## config.mk

```make
export PLATFORM = sky130hd
export DESIGN_NAME = alarm_ctrl_flat
export DESIGN_NICKNAME = d
export VERILOG_FILES = /design/src/rtl/alarm_pkg.sv /design/src/rtl/alarm_if.sv /design/src/rtl/alarm_sec_timer.sv /design/src/rtl/alarm_ctrl.sv /design/src/flat_wrapper.sv
export SDC_FILE = /design/constraint.sdc
export NUM_CORES = 1
export LEC_CHECK = 0
export ABC_AREA = 0
export CAP_MARGIN = 10
export CORE_ASPECT_RATIO = 0.6
export CORE_MARGIN = 2
export CORE_UTILIZATION = 54
export DETAILED_ROUTE_END_ITERATION = 12
export PLACE_DENSITY = 0.9
export SLEW_MARGIN = 10
export SYNTH_ARGS = -nofsm -noshare
export SYNTH_HDL_FRONTEND = slang
export SYNTH_HIERARCHICAL = 1
export SYNTH_SLANG_ARGS = --single-unit
```

## constraint.sdc

```tcl
create_clock -name clk -period 7.8 [get_ports clk]
set_clock_uncertainty 0.05 [all_clocks]
set_input_delay 1.56 -clock clk [delete_from_list [all_inputs] [get_ports clk]]
set_output_delay 1.56 -clock clk [all_outputs]
set_load 0.02 [all_outputs]
```

## src/rtl/alarm_pkg.sv

```systemverilog
// Shared types and constants for the alarm controller: state encoding, BCD limits, timer width.
// Declarations only; no latency or flow control of its own.
package alarm_pkg;

  localparam int CNT_W = 9;

  typedef enum logic [1:0] {
    DISARMED = 2'd0,
    ARMED    = 2'd1,
    RINGING  = 2'd2,
    SNOOZING = 2'd3
  } state_t;

  typedef struct packed {
    logic [3:0] hr_t;
    logic [3:0] hr_o;
    logic [3:0] mn_t;
    logic [3:0] mn_o;
  } bcd_time_t;

  localparam logic [3:0] HR_T_MAX    = 4'd2;
  localparam logic [3:0] HR_O_MAX    = 4'd9;
  localparam logic [3:0] HR_O_MAX_20 = 4'd3;
  localparam logic [3:0] MN_T_MAX    = 4'd5;
  localparam logic [3:0] MN_O_MAX    = 4'd9;

  // Legal 24h wall-clock time: 00:00 .. 23:59 with every digit in BCD range.
  function automatic logic bcd_time_ok(input bcd_time_t t);
    logic hr_ok;
    if (t.hr_t < HR_T_MAX)
      hr_ok = (t.hr_o <= HR_O_MAX);
    else
      hr_ok = (t.hr_t == HR_T_MAX) && (t.hr_o <= HR_O_MAX_20);
    return hr_ok && (t.mn_t <= MN_T_MAX) && (t.mn_o <= MN_O_MAX);
  endfunction

endpackage

```

## src/rtl/alarm_if.sv

```systemverilog
// Time/control inputs and ring/status outputs of the alarm controller.
// Levels and single-cycle pulses only; no handshake, the controller never stalls.
interface alarm_if;
  import alarm_pkg::*;

  logic       sec_tick;
  logic [3:0] hr_t;
  logic [3:0] hr_o;
  logic [3:0] mn_t;
  logic [3:0] mn_o;
  logic       alarm_en;
  logic       set_load;
  logic [3:0] set_hr_t;
  logic [3:0] set_hr_o;
  logic [3:0] set_mn_t;
  logic [3:0] set_mn_o;
  logic       stop;
  logic       snooze;
  logic       ring;
  logic       armed;
  state_t     state_o;
  logic [1:0] snooze_left;
  logic       set_err;

  modport master (
    output sec_tick, hr_t, hr_o, mn_t, mn_o, alarm_en, set_load,
           set_hr_t, set_hr_o, set_mn_t, set_mn_o, stop, snooze,
    input  ring, armed, state_o, snooze_left, set_err
  );

  modport slave (
    input  sec_tick, hr_t, hr_o, mn_t, mn_o, alarm_en, set_load,
           set_hr_t, set_hr_o, set_mn_t, set_mn_o, stop, snooze,
    output ring, armed, state_o, snooze_left, set_err
  );

endinterface

```

## src/rtl/alarm_sec_timer.sv

```systemverilog
// Saturating second counter with clear/enable and a terminal-count compare on the next value.
// hit is combinational in the enable cycle; no backpressure, clr beats en.
module alarm_sec_timer
  import alarm_pkg::*;
(
  input  logic             clk,
  input  logic             reset,
  input  logic             clr,
  input  logic             en,
  input  logic [CNT_W-1:0] term,
  output logic             hit
);

  logic [CNT_W-1:0] cnt;
  logic [CNT_W-1:0] cnt_inc;

  assign cnt_inc = (cnt == '1) ? cnt : cnt + CNT_W'(1);
  assign hit     = en && (cnt_inc == term);

  always_ff @(posedge clk) begin
    if (reset)
      cnt <= '0;
    else if (clr)
      cnt <= '0;
    else if (en)
      cnt <= cnt_inc;
  end

endmodule

```

## src/rtl/alarm_ctrl.sv

```systemverilog
// Alarm controller: stored alarm time, edge-triggered match, arm/ring/snooze FSM with timed ring and snooze.
// Outputs registered, 1 cycle after the causing input; no backpressure, every input is acted on.
module alarm_ctrl
  import alarm_pkg::*;
#(
  parameter int unsigned RING_SECS   = 60,
  parameter int unsigned SNOOZE_SECS = 300,
  parameter int unsigned MAX_SNOOZE  = 3
) (
  input  logic    clk,
  input  logic    reset,
  alarm_if.slave  bus
);

  localparam logic [CNT_W-1:0] RING_TERM   = CNT_W'(RING_SECS);
  localparam logic [CNT_W-1:0] SNOOZE_TERM = CNT_W'(SNOOZE_SECS);
  localparam logic [1:0]       SNOOZE_MAX  = 2'(MAX_SNOOZE);

  state_t           state;
  state_t           state_nxt;
  logic [1:0]       used;
  logic [1:0]       used_nxt;
  bcd_time_t        alarm_q;
  bcd_time_t        now;
  bcd_time_t        set_val;
  logic             match;
  logic             match_q;
  logic             trigger;
  logic             set_ok;
  logic             load;
  logic             cnt_clr;
  logic             cnt_en;
  logic             cnt_hit;
  logic [CNT_W-1:0] cnt_term;
  logic             ring_q;
  logic             set_err_q;
  logic             set_err_nxt;
  logic [1:0]       snooze_left_q;

  assign now     = {bus.hr_t, bus.hr_o, bus.mn_t, bus.mn_o};
  assign set_val = {bus.set_hr_t, bus.set_hr_o, bus.set_mn_t, bus.set_mn_o};
  assign set_ok  = bcd_time_ok(set_val);
  assign match   = (now == alarm_q);
  // Firing needs a rising match so arming or stopping inside the alarm minute stays quiet.
  assign trigger = match && !match_q;

  assign cnt_term = (state == SNOOZING) ? SNOOZE_TERM : RING_TERM;

  alarm_sec_timer u_timer (
    .clk   (clk),
    .reset (reset),
    .clr   (cnt_clr),
    .en    (cnt_en),
    .term  (cnt_term),
    .hit   (cnt_hit)
  );

  always_ff @(posedge clk) begin
    if (reset)
      state <= DISARMED;
    else
      state <= state_nxt;
  end

  // One action per cycle, taken in strict priority order.
  always_comb begin
    state_nxt   = state;
    used_nxt    = used;
    cnt_clr     = 1'b0;
    cnt_en      = 1'b0;
    load        = 1'b0;
    set_err_nxt = 1'b0;
    if (!bus.alarm_en) begin
      state_nxt = DISARMED;
      cnt_clr   = 1'b1;
      used_nxt  = '0;
    end else if (bus.set_load && set_ok) begin
      load = 1'b1;
      if (state != DISARMED) begin
        state_nxt = ARMED;
        cnt_clr   = 1'b1;
        used_nxt  = '0;
      end
    end else if (bus.set_load) begin
      set_err_nxt = 1'b1;
    end else if (bus.stop && (state == RINGING || state == SNOOZING)) begin
      state_nxt = ARMED;
      cnt_clr   = 1'b1;
      used_nxt  = '0;
    end else if (bus.snooze && state == RINGING && used < SNOOZE_MAX) begin
      state_nxt = SNOOZING;
      used_nxt  = used + 2'd1;
      cnt_clr   = 1'b1;
    end else if (bus.sec_tick && state == RINGING) begin
      cnt_en = 1'b1;
      if (cnt_hit) begin
        state_nxt = ARMED;
        cnt_clr   = 1'b1;
        used_nxt  = '0;
      end
    end else if (bus.sec_tick && state == SNOOZING) begin
      cnt_en = 1'b1;
      if (cnt_hit) begin
        state_nxt = RINGING;
        cnt_clr   = 1'b1;
      end
    end else if (state == ARMED && trigger) begin
      state_nxt = RINGING;
      cnt_clr   = 1'b1;
      used_nxt  = '0;
    end else if (state == DISARMED) begin
      state_nxt = ARMED;
    end
  end

  always_ff @(posedge clk) begin
    if (reset) begin
      used          <= '0;
      alarm_q       <= '0;
      match_q       <= 1'b0;
      ring_q        <= 1'b0;
      set_err_q     <= 1'b0;
      snooze_left_q <= '0;
    end else begin
      used          <= used_nxt;
      match_q       <= match;
      ring_q        <= (state_nxt == RINGING);
      set_err_q     <= set_err_nxt;
      snooze_left_q <= SNOOZE_MAX - used_nxt;
      if (load)
        alarm_q <= set_val;
    end
  end

  assign bus.ring        = ring_q;
  assign bus.armed       = (state != DISARMED);
  assign bus.state_o     = state;
  assign bus.snooze_left = snooze_left_q;
  assign bus.set_err     = set_err_q;

endmodule

```

## src/flat_wrapper.sv

```systemverilog
// flat-port wrapper written by rule: the top's interface ports become plain ports
module alarm_ctrl_flat import alarm_pkg::*;
#(
  parameter int unsigned RING_SECS   = 60,
  parameter int unsigned SNOOZE_SECS = 300,
  parameter int unsigned MAX_SNOOZE  = 3
)
  (clk, reset, bus_sec_tick, bus_hr_t, bus_hr_o, bus_mn_t, bus_mn_o, bus_alarm_en, bus_set_load, bus_set_hr_t, bus_set_hr_o, bus_set_mn_t, bus_set_mn_o, bus_stop, bus_snooze, bus_ring, bus_armed, bus_state_o, bus_snooze_left, bus_set_err);
  alarm_if bus_i ();
  input  logic clk;
  input  logic reset;
  input wire logic [$bits(bus_i.sec_tick)-1:0] bus_sec_tick;
  input wire logic [$bits(bus_i.hr_t)-1:0] bus_hr_t;
  input wire logic [$bits(bus_i.hr_o)-1:0] bus_hr_o;
  input wire logic [$bits(bus_i.mn_t)-1:0] bus_mn_t;
  input wire logic [$bits(bus_i.mn_o)-1:0] bus_mn_o;
  input wire logic [$bits(bus_i.alarm_en)-1:0] bus_alarm_en;
  input wire logic [$bits(bus_i.set_load)-1:0] bus_set_load;
  input wire logic [$bits(bus_i.set_hr_t)-1:0] bus_set_hr_t;
  input wire logic [$bits(bus_i.set_hr_o)-1:0] bus_set_hr_o;
  input wire logic [$bits(bus_i.set_mn_t)-1:0] bus_set_mn_t;
  input wire logic [$bits(bus_i.set_mn_o)-1:0] bus_set_mn_o;
  input wire logic [$bits(bus_i.stop)-1:0] bus_stop;
  input wire logic [$bits(bus_i.snooze)-1:0] bus_snooze;
  output wire logic [$bits(bus_i.ring)-1:0] bus_ring;
  output wire logic [$bits(bus_i.armed)-1:0] bus_armed;
  output wire logic [$bits(bus_i.state_o)-1:0] bus_state_o;
  output wire logic [$bits(bus_i.snooze_left)-1:0] bus_snooze_left;
  output wire logic [$bits(bus_i.set_err)-1:0] bus_set_err;
  assign bus_i.sec_tick = bus_sec_tick;
  assign bus_i.hr_t = bus_hr_t;
  assign bus_i.hr_o = bus_hr_o;
  assign bus_i.mn_t = bus_mn_t;
  assign bus_i.mn_o = bus_mn_o;
  assign bus_i.alarm_en = bus_alarm_en;
  assign bus_i.set_load = bus_set_load;
  assign bus_i.set_hr_t = bus_set_hr_t;
  assign bus_i.set_hr_o = bus_set_hr_o;
  assign bus_i.set_mn_t = bus_set_mn_t;
  assign bus_i.set_mn_o = bus_set_mn_o;
  assign bus_i.stop = bus_stop;
  assign bus_i.snooze = bus_snooze;
  assign bus_ring = bus_i.ring;
  assign bus_armed = bus_i.armed;
  assign bus_state_o = bus_i.state_o;
  assign bus_snooze_left = bus_i.snooze_left;
  assign bus_set_err = bus_i.set_err;
  alarm_ctrl #(.RING_SECS(RING_SECS), .SNOOZE_SECS(SNOOZE_SECS), .MAX_SNOOZE(MAX_SNOOZE)) u_core (.clk(clk), .reset(reset), .bus(bus_i));
endmodule
```

==> out/summary.txt <==
PD cells: 143.2 nW/um2
CP max FO: 12
1st-iter DRT viols: 121
Arr. time, crit path: 4.64 ns
Placed insts: 333
Die X: 84.36 um
Max incr delay on CP: 0.67 ns
Count of pins over their slew limit: 0
Hold EP: u_core/alarm_q[9]
Crit-path cells: clkdlybuf4s50_1 > nand3_1 > nor4b_1 > buf_4 > o21ai_0 > a211o_1 > nor4_2 > and2_1 > a21oi_1 > o21ai_0 > nor2_1 > a32o_1 > a2111oi_4
Synth top cells by count: 34 x dfxtp_1, 27 x nor2_1, 21 x xor2_1, 17 x mux2i_1, 10 x nand2_1
PortBufs: 45
Worst path top cell family by delay: compound AO/OA/AOI/OAI gates
Yosys cell types: 57
I/O pin total: 46
Post-DP HPWL: 3977 um
Post-CTS Setup Inserts: 0
Clock-pin slew on the worst setup and hold paths: 0.06 ns
Worst reg-to-reg path cell count: 14
Top post-synthesis cells by area: dfxtp_1 33%, xor2_1 8.8%, mux2i_1 8.1%
Final Cell Area: 2671 um2
First-pass DRT Iterations: 4
Area fraction of the dominant cell type after synthesis: 0.3254
Worst hold path type: reg2reg
FP Rows: 17
Longest Clk Path Bufs: 2
Slowest CP cell: clkdlybuf4s50_1
Area Overhead vs Synth: 27.69%
Share of cells above drive strength 1: 0.06122
Avg WL per Cell: 15.28 um
Core area: 3701 um2
Prevailing post-synth register cell: dfxtp_1
Initial Utilization: 0.5652
Htree depth: 2
Register area share after synthesis: 0.3254
Minimum clock period: 4.511 ns
Post-CTS Hold Fix Bufs: 0
Via density per instance: 5.748
CP Data Required Time: 7.93 ns
Cell taking the most area after synthesis: dfxtp_1
Routability cong.: 0.8754
First-pass GRT wire length: 8618 um
CTS resizes: 0
Flop and latch count out of synthesis: 34
Initial antenna violation count: 0
Peak VDD IR: 0.0001340 V
Post-Synthesis Cells: 241
Largest net degree at the start of global routing: 25
Syn Area/Cell: 8.681 um2
Most common cell in the netlist: dfxtp_1
Die ar.: 4404 um2
Via count: 1960
Fmax: 0.2217 GHz
R2R Setup Slk: 4.48 ns
Max cap viols: 0
Number of remaining DRC errors: 0
Leakage power total: 1.130 nW
Ys async rst share: 0
Routed wire length: 5209 um
Most frequent CP cell: o21ai_0
WHS: 0.4766 ns
CTS tree: yes
Global router's overall resource usage: 0.2503
Setup ws final: 3.289 ns
R2R Path End: u_core/bus.ring
Die Y: 52.21 um
Final setup viols: 0
Nets: 334
DP Worst Slack: 3.170 ns
Layout Utilization: 0.7218
CTS Root Cell: clkbuf_8
Status: finished, final reports clean
Worst Hold Launch: u_core/alarm_q[9]
Yosys warns: 6
Hold Crit Depth: 2
Bufs and invs on worst path: 2
Setup_tns: 0 ns
Routed Antenna Nets: 0
Clk_lat worst skew: 0.28 ns
Number of flops mapped to enable cells by yosys: 0
Final Total Pwr: 382.4 uW
R2r startpoint: u_core/used[0]
Startpoint types: input port
Fraction of the cycle the final worst path needs: 0.5783
Clock Sinks: 34
Rel. slew slack: 0.4664
Number of global-route vias before repair: 1807
Tightest Pin Transition: 0.7978 ns
RSZ-0062 raised after global routing: no
Area post-placement: 2565 um2
Fin cells: 341
Ant diodes: 0
Setup CP Type: in2reg
CP Capture Type: flip-flop
Netlist area before placement: 2092 um2
TritonCTS buffer count: 5
Final hold vios: 0
Gr ovfl total: 0
==> power by group <==
group / internal [mW] / switching (mW)
combinational: 0.0279 / 0.0217
sequential: 0.175 / 0.00120
clock: 0.0956 / 0.0610
total: 0.298 / 0.0839
==> flip-flops by register name, summed over array words and instances (netlist names) <==
name / flops
u_core/bus.snooze_left: 2
u_core/bus.set_err: 1
u_core/used: 2
u_core/match_q: 1
u_core/alarm_q: 16
u_core/bus.state_o: 2
u_core/bus.ring: 1
u_core/u_timer/cnt: 9
==> routing by layer <==
layer  share of wire  vias up  wire (um)  track usage
li1                -      960          -            -
met1            0.46      905       2402       0.3525
met2            0.45       91       2322       0.3889
met3           0.087        4        451      0.06772
met4          0.0061        0         32      0.05291
met5               0        -          0            0
==> layout by cell type (no fill, tap or decap), types with 7 or more instances in the layout <==
cell type / count
conb_1: 16
nand3_1: 7
xor2_1: 21
mux2i_1: 17
nand2_1: 10
nor3_1: 7
clkdlybuf4s50_1: 45
a21oi_1: 9
o21ai_0: 8
dfxtp_1: 34
nor2_1: 27
==> cell families (layout without fill, tap and decap cells) <==
logic type,after synthesis,in the layout,share of synthesized area
adders and majority gates,2,2,0.01196
xor gates and xnor gates,25,25,0.1047
DFF,34,34,0.3254
and+or+nand+nor,96,96,0.2650
muxes,17,17,0.08134
other,2,16,0.003590
buffers and inverters,20,59,0.05501
AOI/OAI and AO/OA,45,45,0.1531
==> worst max path at each step <==
stage	cells past startpoint	from	end
CTS	13	bus_alarm_en	u_core/bus.ring
global route	13	bus_alarm_en	u_core/bus.ring
detailed placement	13	bus_alarm_en	u_core/bus.ring
finish	13	bus_alarm_en	u_core/bus.ring
global placement	13	bus_alarm_en	u_core/bus.ring
floorplan	13	bus_alarm_en	u_core/u_timer/cnt[2]
==> tightest hold or removal path, delay by kind of cell (launching register included) <==
kind / cells / cell delay, ns
muxes: 1 / 0.07
DFF: 1 / 0.34
and+or+nand+nor: 1 / 0.07
==> cell type report <==
cell class / count / area, um2
Timing Repair Buffer: 46 / 457.9
Tap cell: 47 / 58.81
Inverter: 5 / 18.77
Sequential cell: 34 / 680.7
Clock inverter: 1 / 30.03
Clock buffer: 7 / 76.32
Fill cell: 282 / 1030
Multi-Input combinational cell: 201 / 1349
Note: power is estimated with default switching activity, not from simulation.
==> RTL change 1 (same settings) <==
Change the package constant `CNT_W` from 9 to 18.
--- a/src/rtl/alarm_pkg.sv
+++ b/src/rtl/alarm_pkg.sv
@@ -2,7 +2,7 @@
 // Declarations only; no latency or flow control of its own.
 package alarm_pkg;
 
-  localparam int CNT_W = 9;
+  localparam int CNT_W = 18;
 
   typedef enum logic [1:0] {
     DISARMED = 2'd0,
Behaviour: same outputs for any inputs over 10 cycles, from zero or initial values and one cycle with reset high; that may be too few to reach the edited logic, so the function may still have changed.
==> RTL change 1 against the unedited design <==
Via count grew 31%. Highest routed layer unchanged. Sequential power grew 26%. Design area grew 27%. Worst setup slack lost 0.29 ns. Combinational power grew 14%. Sequential cell count grew 9. Area after synthesis grew 33%. Critical path depth grew 1. Fmax shrank 6.1%. Largest cell class unchanged. Wire length grew 37%. Largest power group unchanged. Core utilization shrank 4.3 points. Power grew 9.1%.
==> RTL change 1: results <==
export IMPL_clock_tree_root_cell="clkbuf_8"
export IMPL_numCtsBuffers=5
export IMPL_drive_gt1_share_pct=6.566
export IMPL_diodes=0
export IMPL_cts_htree_levels=2
export IMPL_layout_nets=436
export IMPL_synthTopCellsByArea="dfxtp_1 31%, xor2_1 11%, mux2i_1 7.2%, nor2_1 6.0%, xnor2_1 5.1%"
export IMPL_cts_buffer_depth=2
export IMPL_detail_route_wirelength_um=7116
export IMPL_numPortBuffers=45
export IMPL_ys_seq_elements=43
export IMPL_worst_slew_margin_rel_pct=12.83
export IMPL_antenna_found_initial=0
export IMPL_cp_startpoint="bus_alarm_en"
export IMPL_leakage_nw=1.357
export IMPL_cts_setup_buffers=0
export IMPL_insertion_delay_ns=0.29
export IMPL_hold_crit_path_type="register to register"
export IMPL_gr_usage_all_layers_pct=26.58
export IMPL_via_count_of_the_first_global_routing_pass=2355
export IMPL_synth_yosys_warnings=6
export IMPL_synth_cell_types=62
export IMPL_grt_start_max_net_pins=25
export IMPL_gp_congestion=0.8816
export IMPL_irDropWorstVdd_v=0.00007357
export IMPL_synth_flop_cell="dfxtp_1"
export IMPL_async_flop_share_pct=0
export IMPL_post_synth_most_frequent_cells="44 x nor2_1, 43 x dfxtp_1, 34 x xor2_1"
export IMPL_cts_clk_slew_worst_paths_ns=0.08
export IMPL_place_detailed_hpwl_um=5378
export IMPL_internal_power_uw=312.6
export IMPL_synth_sequential_area_ratio_pct=31.05
export IMPL_cp_data_arrival_time_ns=4.87
export IMPL_ctsResizeCount=0
export IMPL_detailroute_via_count=2571
export IMPL_reg_top3="u_core/u_timer/cnt (18), u_core/alarm_q (16)"
export IMPL_drt_pre_antenna_iters=5
export IMPL_drt_first_iter_violations=347
export IMPL_grt_pass1_wl_um=11510
export IMPL_outcome="finished clean"
export IMPL_critical_path_reg2reg_startpoint="u_core/u_timer/cnt[0]"
export IMPL_timing_hold_worst_start="u_core/alarm_q[7]"
export IMPL_worst_path_max_fanout=18
export IMPL_place_worst_setup_slack_ns=2.884
-- RTL change 1: cell count changes in the layout (fill, tap and decap cells not counted), sizes merged, moves of 4 or more --
cell    change
xor2       +13
nand4       +6
nand2       +9
nand3       +8
dfxtp       +9
nand2b      +4
conb       +10
nor2       +16
xnor2      +12
-- RTL change 1: area by class of cell --
type	count	area (um2)
Multi-Input combinational cell	290	1874
Fill cell	405	1608
Sequential cell	43	860.8
Timing Repair Buffer	47	465.4
Tap cell	66	82.58
Clock buffer	5	68.82
Inverter	8	30.03
Clock inverter	3	15.01
-- RTL change 1: power groups by stage --
stage | Clock, mW | Combinational (mW) | Sequential [mW]
2_1_floorplan | 0 | 0.0241 | 0.228
3_3_place_gp | 0 | 0.0542 | 0.227
3_5_place_dp | 0 | 0.0553 | 0.227
4_1_cts | 0.142 | 0.0558 | 0.222
5_1_grt | 0.154 | 0.0611 | 0.222
6_report | 0.139 | 0.0567 | 0.222
-- RTL change 1: critical path, stage by stage --
cell and delay [ns]:
clkdlybuf4s50_1 0.68, nand3_1 0.12, nor4b_1 0.26, buf_4 0.23, inv_1 0.13, nor3_1 0.23
nand4_1 0.13, nor4_2 0.31, and2_1 0.22, o21ai_0 0.13, a31o_1 0.25, o311ai_1 0.09
or2_2 0.44, a211oi_1 0.08
-- RTL change 1: cells by family after synthesis --
kind of cell | after synthesis | synth area share (%)
flops | 43 | 31.05
compound gates | 50 | 12.59
mux | 21 | 7.626
fa+ha+maj | 2 | 0.9024
other cells | 2 | 0.2709
simple gates | 141 | 27.17
buf+inv | 25 | 4.602
xor+xnor | 50 | 15.79
-- RTL change 1: stage by stage --
step                cells  area, um2  util (%)  power, mW  hold slack (ns)
CTS                   462       3397     67.88     0.4202           0.4756
global route          462       3397     67.88     0.4367           0.4868
detailed placement    454       3313     66.20     0.2824           0.4561
global placement      454       3313     66.20     0.2812           0.4484
finish                462       3397     67.88     0.4173           0.4716
floorplan             358       2863         -     0.2524           0.4206
-- RTL change 1: routing by layer --
layer	part of all wire, %	vias up	global-route usage (%)
met2	41	108	38.69
met1	48	1182	40.59
li1	-	1269	-
met3	9.6	12	5.089
met4	1.4	0	5.634
met5	0	-	0
-- RTL change 1: worst paths after layout --
check             slack (ns)  cells after the start                endpoint
setup / recovery        3.00                     14  u_core/u_timer/cnt[11]
hold / removal          0.47                      1       u_core/alarm_q[7]
setup reg to reg        3.34                     14  u_core/u_timer/cnt[11]
hold reg to reg         0.47                      1       u_core/alarm_q[7]
==> RTL change 2 (same flow settings) <==
Made on the original files. Make the reset (`reset`) asynchronous in 3 clocked blocks.
--- a/src/rtl/alarm_sec_timer.sv
+++ b/src/rtl/alarm_sec_timer.sv
@@ -17,7 +17,7 @@
   assign cnt_inc = (cnt == '1) ? cnt : cnt + CNT_W'(1);
   assign hit     = en && (cnt_inc == term);
 
-  always_ff @(posedge clk) begin
+  always_ff @(posedge clk or posedge reset) begin
     if (reset)
       cnt <= '0;
     else if (clr)
--- a/src/rtl/alarm_ctrl.sv
+++ b/src/rtl/alarm_ctrl.sv
@@ -55,7 +55,7 @@
     .hit   (cnt_hit)
   );
 
-  always_ff @(posedge clk) begin
+  always_ff @(posedge clk or posedge reset) begin
     if (reset)
       state <= DISARMED;
     else
@@ -113,7 +113,7 @@
     end
   end
 
-  always_ff @(posedge clk) begin
+  always_ff @(posedge clk or posedge reset) begin
     if (reset) begin
       used          <= '0;
       alarm_q       <= '0;
Formal check against the unedited RTL: differs if reset is asserted again (counterexample within 4 cycles, from zero or initial values and one cycle with reset high); with reset held inactive, the same outputs for 10 cycles.
==> RTL change 2 against the unedited design <==
Final cell count is 2.1% lower. Register-to-register slack worse by 0.22 ns. Non-clock buffer count stayed put. Worst setup slack worse by 0.12 ns. Core utilization is 1.3 points higher. Area after synthesis is 6.0% higher. Sequential cell count stayed put. Power is 4.4% higher. Design area is 4.8% higher. Via count is 2.0% higher. Wire length is 4.5% higher. Combinational power is 44% higher. Largest power group unchanged.
==> RTL change 2: results <==
export IMPL_cts_clk_slew_worst_paths_ns=0.07
export IMPL_grt_pass1_wl_um=9121
export IMPL_worst_path_max_fanout=14
export IMPL_via_count_of_the_first_global_routing_pass=1820
export IMPL_layout_nets=327
export IMPL_grt_start_max_net_pins=26
export IMPL_post_drt_wl_per_cell_um=16.30
export IMPL_outcome="finished clean"
export IMPL_numCtsBuffers=5
export IMPL_drive_gt1_share_pct=12.54
export IMPL_hold_crit_path_type="register to register"
export IMPL_drt_first_iter_violations=187
export IMPL_cp_data_arrival_time_ns=4.71
export IMPL_post_synth_most_frequent_cells="34 x dfrtp_1, 24 x xnor2_1, 20 x nand2_1"
export IMPL_use_met2_pct=38.97
export IMPL_critical_path_slowest_cell="a2bb2oi_1"
export IMPL_synth_cell_types=57
export IMPL_reg_top3="u_core/alarm_q (16), u_core/u_timer/cnt (9)"
export IMPL_clock_tree_root_cell="clkbuf_8"
export IMPL_detail_routed_via_count_per_cell=5.988
export IMPL_internal_power_uw=297.7
export IMPL_max_stage_delay_ns=0.63
export IMPL_gp_congestion=0.9696
export IMPL_whs_ns=0.4757
export IMPL_globalRouteMet1Util_pct=39.19
export IMPL_async_flop_share_pct=100.0
export IMPL_insertion_delay_ns=0.29
export IMPL_worst_r2r_path_depth=12
export IMPL_layout_filler_cells=261
export IMPL_leakage_nw=1.151
export IMPL_synthTopCellsByArea="dfrtp_1 38%, xnor2_1 9.5%, mux2_2 7.1%, nand2_1 3.4%, nor2_1 2.5%"
export IMPL_synth_sequential_area_ratio_pct=38.37
export IMPL_place_detailed_hpwl_um=4150
export IMPL_synth_flop_cell="dfrtp_1"
export IMPL_gr_usage_all_layers_pct=26.53
export IMPL_irDropWorstVdd_v=0.00009648
export IMPL_drt_pre_antenna_iters=5
export IMPL_path_delay_family="compound AO/OA/AOI/OAI gates"
export IMPL_met3_track_usage_gr_pct=6.288
export IMPL_whs_path_depth=1
export IMPL_worst_slew_margin_rel_pct=36.18
==> RTL change 2: area by class of cell <==
cell class	count	share of cell area, %
multi-input cells	189	46.54
flip-flops and latches	34	30.40
repair buffers	46	16.36
clock buffers	7	3.084
well taps	47	2.101
inverters	10	1.341
clock inverters	1	0.1788
==> RTL change 2: worst paths after layout <==
path | slack (ns) | start | to
setup / recovery | 3.17 | bus_alarm_en | u_core/u_timer/cnt[6]
max in group asynchronous | 5.33 | reset | u_core/used[0]
hold / removal | 0.48 | u_core/alarm_q[14] | u_core/alarm_q[14]
setup reg to reg | 4.26 | u_core/u_timer/cnt[1] | u_core/u_timer/cnt[6]
min in group asynchronous | 1.54 | reset | u_core/u_timer/cnt[6]
hold reg to reg | 0.48 | u_core/alarm_q[14] | u_core/alarm_q[14]
==> RTL change 2: power groups by stage <==
| stage | Combinational, mW | Sequential, mW | Clock, mW |
|---|---|---|---|
| floorplan | 0.0381 | 0.196 | 0 |
| finish | 0.0712 | 0.194 | 0.134 |
| detailed placement | 0.0699 | 0.197 | 0 |
| global route | 0.0781 | 0.195 | 0.146 |
| CTS | 0.0711 | 0.194 | 0.137 |
| global placement | 0.0674 | 0.196 | 0 |
==> RTL change 2: cell families (layout without fill, tap and decap cells) <==
group,after synthesis,in the layout,share of synthesized area (%)
adder cells (fa/ha/maj),2,2,1.128
AO/OA/AOI/OAI,47,47,14.95
multiplexers,15,15,7.562
flip-flops,34,34,38.37
other,2,13,0.3387
AND/OR/NAND/NOR,84,84,21.84
buffers and inverters,22,64,4.740
XOR/XNOR,28,28,11.06
==> RTL change 2: routing by layer <==
metal	wire, um	vias up
met2	2311	126
met3	562	7
met4	50	0
met5	0	-
li1	-	934
met1	2519	933
==> RTL change 2: through the flow <==
step	setup slack, ns	instances	utilization, %	area (um2)	power [mW]
floorplan	3.997	245	-	2258	0.2338
global placement	3.111	326	71.11	2708	0.2637
detailed placement	2.931	326	71.11	2708	0.2670
CTS	3.213	334	73.51	2799	0.4014
global route	2.932	334	73.51	2799	0.4192
finish	3.168	334	73.51	2799	0.3994
